## src/rtl/arb_pkg.sv

```systemverilog
// rtl/arb_pkg.sv - shared types and constants for the 7-way bus arbiter
package arb_pkg;

    localparam int NUM_REQ = 7;
    localparam int SEL_W   = 3;

    typedef enum logic {
        IDLE  = 1'b0,
        GRANT = 1'b1
    } state_e;

endpackage

```

## src/rtl/rr_pick7.sv

```systemverilog
// rtl/rr_pick7.sv - rotating-priority search over 7 requesters
module rr_pick7
    import arb_pkg::*;
(
    input  logic [NUM_REQ-1:0] req,
    input  logic [SEL_W-1:0]   last_owner,
    output logic               found,
    output logic [SEL_W-1:0]   index
);

    logic [3:0] cand;

    // Scan from farthest to nearest so the nearest hit after last_owner wins.
    always_comb begin
        found = 1'b0;
        index = '0;
        cand  = '0;
        for (int i = NUM_REQ; i >= 1; i--) begin
            cand = {1'b0, last_owner} + 4'(i);
            if (cand >= 4'(NUM_REQ)) begin
                cand = cand - 4'(NUM_REQ);
            end
            if (req[cand[2:0]]) begin
                found = 1'b1;
                index = cand[2:0];
            end
        end
    end

endmodule

```

## src/rtl/arb7_ctrl.sv

```systemverilog
// rtl/arb7_ctrl.sv - round-robin owner of a shared 8-bit bus with burst cap
module arb7_ctrl
    import arb_pkg::*;
#(
    parameter int MAX_BEATS = 8
) (
    input  logic               Clk,
    input  logic               Reset_n,
    input  logic [NUM_REQ-1:0] req,
    output logic [NUM_REQ-1:0] gnt,
    output logic [SEL_W-1:0]   select,
    output logic               bus_valid,
    output logic [7:0]         beat
);

    localparam logic [7:0] LAST_BEAT = 8'(MAX_BEATS - 1);

    state_e             state_q, state_d;
    logic [NUM_REQ-1:0] gnt_q, gnt_d;
    logic [SEL_W-1:0]   select_q, select_d;
    logic               bus_valid_q, bus_valid_d;
    logic [7:0]         beat_q, beat_d;
    logic [SEL_W-1:0]   last_owner_q, last_owner_d;

    logic               pick_found;
    logic [SEL_W-1:0]   pick_idx;
    logic               owner_req;

    rr_pick7 u_pick (
        .req        (req),
        .last_owner (last_owner_q),
        .found      (pick_found),
        .index      (pick_idx)
    );

    assign owner_req = |(gnt_q & req);

    always_comb begin
        state_d      = state_q;
        gnt_d        = gnt_q;
        select_d     = select_q;
        bus_valid_d  = bus_valid_q;
        beat_d       = beat_q;
        last_owner_d = last_owner_q;
        case (state_q)
            IDLE: begin
                gnt_d       = '0;
                select_d    = '0;
                bus_valid_d = 1'b0;
                beat_d      = '0;
                if (pick_found) begin
                    state_d           = GRANT;
                    gnt_d[pick_idx]   = 1'b1;
                    select_d          = pick_idx;
                    bus_valid_d       = 1'b1;
                    last_owner_d      = pick_idx;
                end
            end
            GRANT: begin
                // Release always passes through IDLE, giving the one-cycle gap.
                if (!owner_req || beat_q == LAST_BEAT) begin
                    state_d     = IDLE;
                    gnt_d       = '0;
                    select_d    = '0;
                    bus_valid_d = 1'b0;
                    beat_d      = '0;
                end else begin
                    beat_d = beat_q + 8'd1;
                end
            end
            default: begin
                state_d     = IDLE;
                gnt_d       = '0;
                select_d    = '0;
                bus_valid_d = 1'b0;
                beat_d      = '0;
            end
        endcase
    end

    always_ff @(posedge Clk or negedge Reset_n) begin
        if (!Reset_n) begin
            state_q      <= IDLE;
            gnt_q        <= '0;
            select_q     <= '0;
            bus_valid_q  <= 1'b0;
            beat_q       <= '0;
            last_owner_q <= 3'd6;
        end else begin
            state_q      <= state_d;
            gnt_q        <= gnt_d;
            select_q     <= select_d;
            bus_valid_q  <= bus_valid_d;
            beat_q       <= beat_d;
            last_owner_q <= last_owner_d;
        end
    end

    assign gnt       = gnt_q;
    assign select    = select_q;
    assign bus_valid = bus_valid_q;
    assign beat      = beat_q;

endmodule

```

## config.mk

```make
export PLATFORM = sky130hd
export DESIGN_NAME = arb7_ctrl
export DESIGN_NICKNAME = d
export VERILOG_FILES = /design/src/rtl/arb_pkg.sv /design/src/rtl/rr_pick7.sv /design/src/rtl/arb7_ctrl.sv
export SDC_FILE = /design/constraint.sdc
export NUM_CORES = 1
export LEC_CHECK = 0
export BUFFER_PORTS_ARGS = -buffer_cell sky130_fd_sc_hd__buf_2
export CAP_MARGIN = 40
export CORE_MARGIN = 1
export CORE_UTILIZATION = 34
export CTS_CLUSTER_SIZE = 14
export DETAILED_ROUTE_END_ITERATION = 8
export GPL_TIMING_DRIVEN = 0
export MAX_ROUTING_LAYER = met4
export SLEW_MARGIN = 20
export SYNTH_ARGS = -nofsm -noshare
export SYNTH_HDL_FRONTEND = slang
export SYNTH_SLANG_ARGS = --single-unit
```

## constraint.sdc

```tcl
create_clock -name Clk -period 4.65 [get_ports Clk]
set_clock_uncertainty 0.05 [all_clocks]
set_input_delay 0.93 -clock Clk [delete_from_list [all_inputs] [get_ports Clk]]
set_output_delay 0.93 -clock Clk [all_outputs]
set_load 0.1 [all_outputs]
```

[Yosys cells after proc, flatten, opt, wreduce, memory -nomap -nowiden]
Index checks and enable logic that the tools add are counted.
Widths: inputs -> output; s select.
Storage, ports and cells
  bits in registers: 23
  input bits: 9
  output and inout port bits: 19
  word-level logic and storage cells: 96
Cells by class
  $add $sub $neg: 15
  $lt $le $gt $ge: 16
  equal/unequal tests: 2
  multiplexer cells: 50
  bitwise logic cells: 2
  reductions and logical operators: 5
Operators by type and width (number)
  $mux 3: 16
  $lt 3x4->1 const B: 8
  $ge 4x3->1 const B: 7
  $bmux 1 s3: 7
  $sub 3x3->3 const B: 7
  $mux 1: 18
  $add 3x3->4 const B: 4
  $pmux 8 s2: 1
  $mux 7: 2
  $pmux 7 s2: 1
  $add 3x2->4 const B: 2
  $add 8x1->8 const B: 1
  $eq 8x3->1 const B: 1
  $mux 8: 1
  $and 7x7->7: 1
  $reduce_or 7->1: 1
  $pmux 3 s2: 1
  $add 3x1->4 const B: 1
  $pmux 1 s2: 2
  $demux 1 s3: 1
  $ge 3x1->1 const B: 1
  $ne 2x1->1 const B: 1
  $reduce_and 2->1: 1
  $logic_and 1x1->1: 1
  3 further kinds: 3

[Depth between registers and ports, before layout]
Gate-level depths: netlist of run 1.
  depth in word-level cells: 18
  gate-level depth with buffers: 17
  gate-level depth less buffers: 12

[Cells and area by module]
Synthesis of run 1 repeated with hierarchy kept, for this count alone.
Second synthesis, totals
  cells, all modules: 339
  area, all modules: 2787.7 µm²
By module, submodules not included
  rr_pick7: times used 1, cells an instance 234, area an instance 1709.1 µm², sequential area each 0.0 µm²
  arb7_ctrl: times used 1, cells an instance 105, area an instance 1078.5 µm², sequential area each 578.1 µm²

[Worst setup path before layout of run 1]
No wires, ideal clock.
  path kind: reg-to-reg
  from: register last_owner_q[0]
  to: register gnt_q[1] (netlist: gnt[1])
  data arrival time: 3.721 ns
  slack: 0.776 ns
  stages on the path, launching flop included: 16
  buffers on the path: 5
  clock period less this slack: 3.874 ns
  path through: dfrtp_1 buf_2 buf_6 inv_1 buf_2 buf_1 ha_1 buf_4 mux2i_1 or4_1 nor4b_4 or2_4 o311a_1 o311ai_4 a32oi_2 o41ai_2
Between the ends
  word-level cells in the longest chain between the ends: 18
  elaborated cells on any way between the ends: 63
  classes of those cells: add/sub: 14; order compare: 9; mux: 39; reduce/logical: 1
Ends and longest elaborated chain
  start: declaration: RTL line arb7_ctrl.sv:23  | logic [SEL_W-1:0] last_owner_q, last_owner_d;
  start signal: assignment: RTL line arb7_ctrl.sv:95  | last_owner_q <= last_owner_d;
  $add 3x3->4: RTL line rr_pick7.sv:19  | cand = {1'b0, last_owner} + 4'(i);
  $ge 4x3->1 or $sub 3x3->3 (tied branches): RTL line rr_pick7.sv:20, rr_pick7.sv:21
  $mux 3: RTL line rr_pick7.sv:20  | if (cand >= 4'(NUM_REQ)) begin
  $bmux 1 s3: RTL line rr_pick7.sv:23  | if (req[cand[2:0]]) begin
  $mux 1 (not written as such): RTL line rr_pick7.sv:23
  $mux 3 (7 in series): RTL line rr_pick7.sv:23
  $lt 3x4->1 (not written as such) or $ge 3x1->1 (tied branches): RTL line arb7_ctrl.sv:53  | gnt_d[pick_idx] = 1'b1;
  $logic_and 1x1->1 (not written as such): RTL line arb7_ctrl.sv:53
  $mux 1 (not written as such): RTL line arb7_ctrl.sv:53
  $demux 1 s3: RTL line arb7_ctrl.sv:53
  $mux 7 *: RTL line arb7_ctrl.sv:51  | if (pick_found) begin
  $pmux 7 s2 *: RTL line arb7_ctrl.sv:45  | case (state_q)
  end signal: assignment: RTL line arb7_ctrl.sv:91  | gnt_q <= gnt_d;
  end: declaration: RTL line arb7_ctrl.sv:19  | logic [NUM_REQ-1:0] gnt_q, gnt_d;
Mark *: on every way between the ends. The rest lies on a longest branch, timed or not. The select of a mux whose other input is x is not followed.
A chain may end at the register's enable or synchronous reset.

[Worst setup path after layout of run 1]
  from: register last_owner_q[0]
  to: register gnt_q[6] (netlist: gnt[6])
Same word-level chain as after synthesis.

==> reports/qor.yml, run 1 <==
syn_avg_cell_area_sq_um: 7.97
grt.overflow.total: 0
place.gp.congestion: 0.924
num_antenna_cells: 0
syn_area_sq_um: 3100
grt_pass1_wl_mm: 16.8
async_reset_ff_share_pct: 100
drv_slew: 0
cts_tree: "done"
fin_crit_ns: 4.48
yosys_warnings: 0
timing.final.crit_share_pct: 96.3
maxCapViolCount: 0
finalNetCount: 444
dp_cells: 524
hpwlAfterDp_mm: 7.58
seq_area_sq_um: 578
slew_headroom_pct: 43.7
die-area_sq_um: 9500
synth-edff-count: 0
cp_num_buf_inv: 8
ys_ff_latch: 23
drive_gt1_share_pct: 17.1
multi_input_area_sq_um: 2360
cts_made_buffers: 3
vias: 3254
cp-end-kind: "flip-flop"
drtIter0Drc: 223
drc: 0
syn_nets: 411
max_stage_delay_ns: 0.72
finalSetupViolations: 0
critPathRequiredTime_ns: 4.76
clk_pin_slew_ns: 0.08
grt_pass1_vias: 3341
core.rowCount: 34
fmax_mhz: 223
postRouteAntennaNets: 0
seq_area_frac_synth_pct: 18.7
cts_hold_buf: 0
io_pins: 28
grt_max_degree: 24
root_buffer: "clkbuf_8"
core_area_sq_um: 8760
route.detailed.wl_per_inst_microns: 19.3
area_growth_pct: 11.4
layout_common_cells: "42 x nand2_1, 33 x buf_2, 30 x nor2_1"
hold_path.class: "flip-flop to flip-flop"
die_x_microns: 97.5
io_buffers: 26
grtUsageTotal_pct: 22.3
ys_types: 83
design_area_sq_um: 3450
antenna_found_initial: 0
fin_cells: 529
start_util_pct: 35.4
synthCells: 389
outcome: "finished clean"
clockBufferDepth: 2
grt_setup_unrepaired: "no"
slowest_stage: "a41oi_1"
mostFrequentLayoutCell: "nand2_1"
via_per_inst: 6.15
place_area_sq_um: 3370
worst-path-max-fanout: 12
hold_violations: 0
die_h_microns: 97.5
htreeDepth: 1
fillerInstances: 917
finish.utilization_pct: 39.4
tightestPinTransition_ns: 0.833
worstSkewPairLatency_ns: 0.27
numClockSinks: 23
synth_ff_type: "dfrtp_1"
finalSetupTns_ns: 0
timing.critical_path.from_type: "flip-flop"
arrival_ns: 4.59
wl_mm: 10.2
critPathKind: "flip-flop to flip-flop"
cp_top_family: "compound AO/OA/AOI/OAI gates"
path_cells: "buf_2 > buf_6 > inv_1 > buf_2 > clkbuf_4 > ha_1 > buf_4 > buf_6 > nor4b_1 > a31oi_1 > a41oi_1 > a211oi_2 > buf_4 > o211a_1 > a32o_1 > o31ai_1"
firstDrtPassIters: 5
through the flow:
stage	setup slack, ns	hold slack, ns
after global routing	0.00868	0.457
final	0.174	0.433
after CTS	0.0547	0.436
after detailed placement	-0.148	0.413
after global placement	-0.133	0.407
after floorplan	0.776	0.584
sequential cells by signal, summed over array words and instances (netlist names):
name          count
state_q           1
last_owner_q      3
bus_valid         1
beat              8
gnt               7
select            3
cell usage after synthesis (8+ instances only):
cell / n / area share (%)
dfrtp_1: 21 / 17
mux2i_1: 18 / 5.8
nor3_1: 10 / 1.6
clkbuf_1: 18 / 2.2
nand2_1: 42 / 5.1
nor2_1: 30 / 3.6
nand2b_1: 11 / 2.2
ha_1: 12 / 4.8
a21oi_1: 11 / 1.8
a211oi_1: 10 / 2.4
nand3_1: 13 / 2.1
nor2b_1: 8 / 1.6
o31ai_1: 8 / 1.9
o21ai_0: 17 / 2.7
path summary, 6_finish.rpt:
check	start	endpoint	slack, ns	cells past startpoint
min in group asynchronous	Reset_n	beat[2]	0.57	1
hold / removal	bus_valid	bus_valid	0.43	2
max in group asynchronous	Reset_n	last_owner_q[2]	3.61	1
hold reg to reg	bus_valid	bus_valid	0.43	2
setup reg to reg	last_owner_q[0]	gnt[6]	0.17	16
setup / recovery	last_owner_q[0]	gnt[6]	0.17	16
cell type report:
cell class,instances,share of cell area [%]
buffer,32,4.82
clock buffer,3,1.20
clock inverter,1,0.145
inverter,7,0.761
multi-input combinational,327,68.3
sequential,23,16.7
tap,108,3.91
timing repair buffer,28,4.13
metal layers:
| layer | global-route usage (%) | vias to the layer above | routed length, microns |
|---|---|---|---|
| met5 | - | - | 0 |
| met4 | 9.95 | 0 | 320 |
| met3 | 2.23 | 33 | 780 |
| met2 | 34.7 | 120 | 4610 |
| met1 | 29.4 | 1566 | 4510 |
| li1 | - | 1535 | - |
cell families (layout without fill, tap and decap cells):
logic type                 after synthesis  count (layout)  synth area share (%)
buffers and inverters                   39              71                  6.06
DFF                                     23              23                  18.7
adders and majority gates               13              13                  5.49
and+or+nand+nor                        149             149                  24.9
xor gates and xnor gates                13              13                  3.92
muxes                                   26              26                  9.08
AOI/OAI and AO/OA                      126             126                  31.9
timing repair:
item,4_1_cts,5_1_grt
gates resized for setup,1,8
pin swaps,0,1
hold endpoints to repair,0,0
endpoints found under the setup margin,15,13
buffers inserted,0,1
tightest hold or removal path, stage by stage, from the launching register on:
cell     delay (ns)
dfrtp_1        0.35
nand2_1        0.05
nand2_1        0.05
Power of run 1 is not shown: default switching activity piles up to over one toggle a cycle in this logic, so the estimate is an artifact.
==> inputs of run 2 (changes only) <==
clock period = 4 ns   (was 4.65 ns; I/O delays follow)
==> reports/qor.yml, run 2 (synthesis gave the netlist of run 1 again) <==
outcome: "finished clean"
timing.final.crit_share_pct: 98.0
io_pins: 28
vias: 3379
start_util_pct: 35.4
cts_made_buffers: 3
hold_slack_ns: 0.433
fmax_mhz: 255
largest_register_ffs: 8
timing.critical_path.from_type: "flip-flop"
area_growth_pct: 20.8
drive_gt1_share_pct: 25.7
tightestPinTransition_ns: 0.722
finalSetupViolations: 0
finalNetCount: 455
drtIter0Drc: 264
hold_path.class: "flip-flop to flip-flop"
worst-path-max-fanout: 12
place.gp.congestion: 0.924
wl_mm: 10.5
critPathKind: "flip-flop to flip-flop"
place_area_sq_um: 3370
postRouteAntennaNets: 0
firstDrtPassIters: 5
die_h_microns: 97.5
cts_hold_buf: 0
drv_slew: 0
root_buffer: "clkbuf_8"
design_area_sq_um: 3740
grtUsageTotal_pct: 22.6
io_buffers: 26
num_antenna_cells: 0
cts_tree: "done"
maxCapViolCount: 0
cp-end-kind: "flip-flop"
clk_pin_slew_ns: 0.09
route.detailed.wl_per_inst_microns: 19.5
hpwlAfterDp_mm: 7.58
clockBufferDepth: 2
fillerInstances: 887
die-area_sq_um: 9500
mostFrequentLayoutCell: "nand2_1"
grt_max_degree: 24
grt.overflow.total: 0
hold_violations: 0
die_x_microns: 97.5
worstSkewPairLatency_ns: 0.27
layout_common_cells: "42 x nand2_1, 30 x buf_2, 27 x nor2_1"
htreeDepth: 1
critPathRequiredTime_ns: 4.12
numClockSinks: 23
core.rowCount: 34
grt_pass1_vias: 3334
antenna_found_initial: 0
drc: 0
slew_headroom_pct: 51.3
via_per_inst: 6.26
grt_pass1_wl_mm: 17.0
fin_crit_ns: 3.92
arrival_ns: 4.04
core_area_sq_um: 8760
==> run 2: layout make-up <==
type                       instances  area, sq um  area share, %
clock buffer                       3         41.3           1.10
tap                              108          135           3.61
sequential                        23          578           15.4
buffer                            31          196           5.25
timing repair buffer              40          245           6.55
multi-input combinational        327         2510           67.0
clock inverter                     1         5.00          0.134
inverter                           7         33.8          0.903
==> run 2: worst paths after layout <==
path | depth (start not counted) | slack (ns) | startpoint | endpoint
min in group asynchronous | 1 | 0.44 | Reset_n | beat[2]
max in group asynchronous | 1 | 3.08 | Reset_n | last_owner_q[2]
min reg2reg | 2 | 0.43 | bus_valid | bus_valid
max | 15 | 0.08 | last_owner_q[0] | gnt[1]
max reg2reg | 15 | 0.08 | last_owner_q[0] | gnt[1]
min | 2 | 0.43 | bus_valid | bus_valid
==> run 2: layer usage <==
layer / global-route usage, % / up-vias / share of wire [%]
met4: 9.84 / 0 / 2.2
met3: 2.16 / 23 / 5.3
li1: - / 1565 / -
met1: 29.8 / 1658 / 46
met2: 35.2 / 133 / 47
met5: - / - / 0
==> run 2: worst max-delay path, stage by stage, from the launching register on <==
cell and delay [ns]:
dfrtp_1 0.38, buf_6 0.16, buf_6 0.16, inv_1 0.08
buf_6 0.16, buf_12 0.16, ha_1 0.29, buf_4 0.16
mux2i_1 0.17, or4_1 0.45, nor4b_4 0.16, or2_4 0.26
o311a_1 0.36, o311ai_4 0.27, a32oi_2 0.20, o41ai_2 0.35
==> run 2: timing repair <==
item                       4_1_cts  5_1_grt
pin swaps                        5        9
setup endpoints to repair       15       15
gates resized for setup         23       32
gates cloned                     0        0
setup buffers                    6        7
==> run 2: metrics by stage <==
stage | TNS, ns | utilization, % | worst slack, ns | cells
2_1_floorplan | 0 | - | 0.126 | 389
3_3_place_gp | -10.25 | 38.4 | -0.783 | 523
3_5_place_dp | -10.66 | 38.4 | -0.798 | 524
4_1_cts | 0 | 40.6 | 0.0210 | 534
5_1_grt | -0.0379 | 42.7 | -0.0203 | 540
6_report | 0 | 42.7 | 0.0799 | 540
Power of run 2 is left out for the same reason.
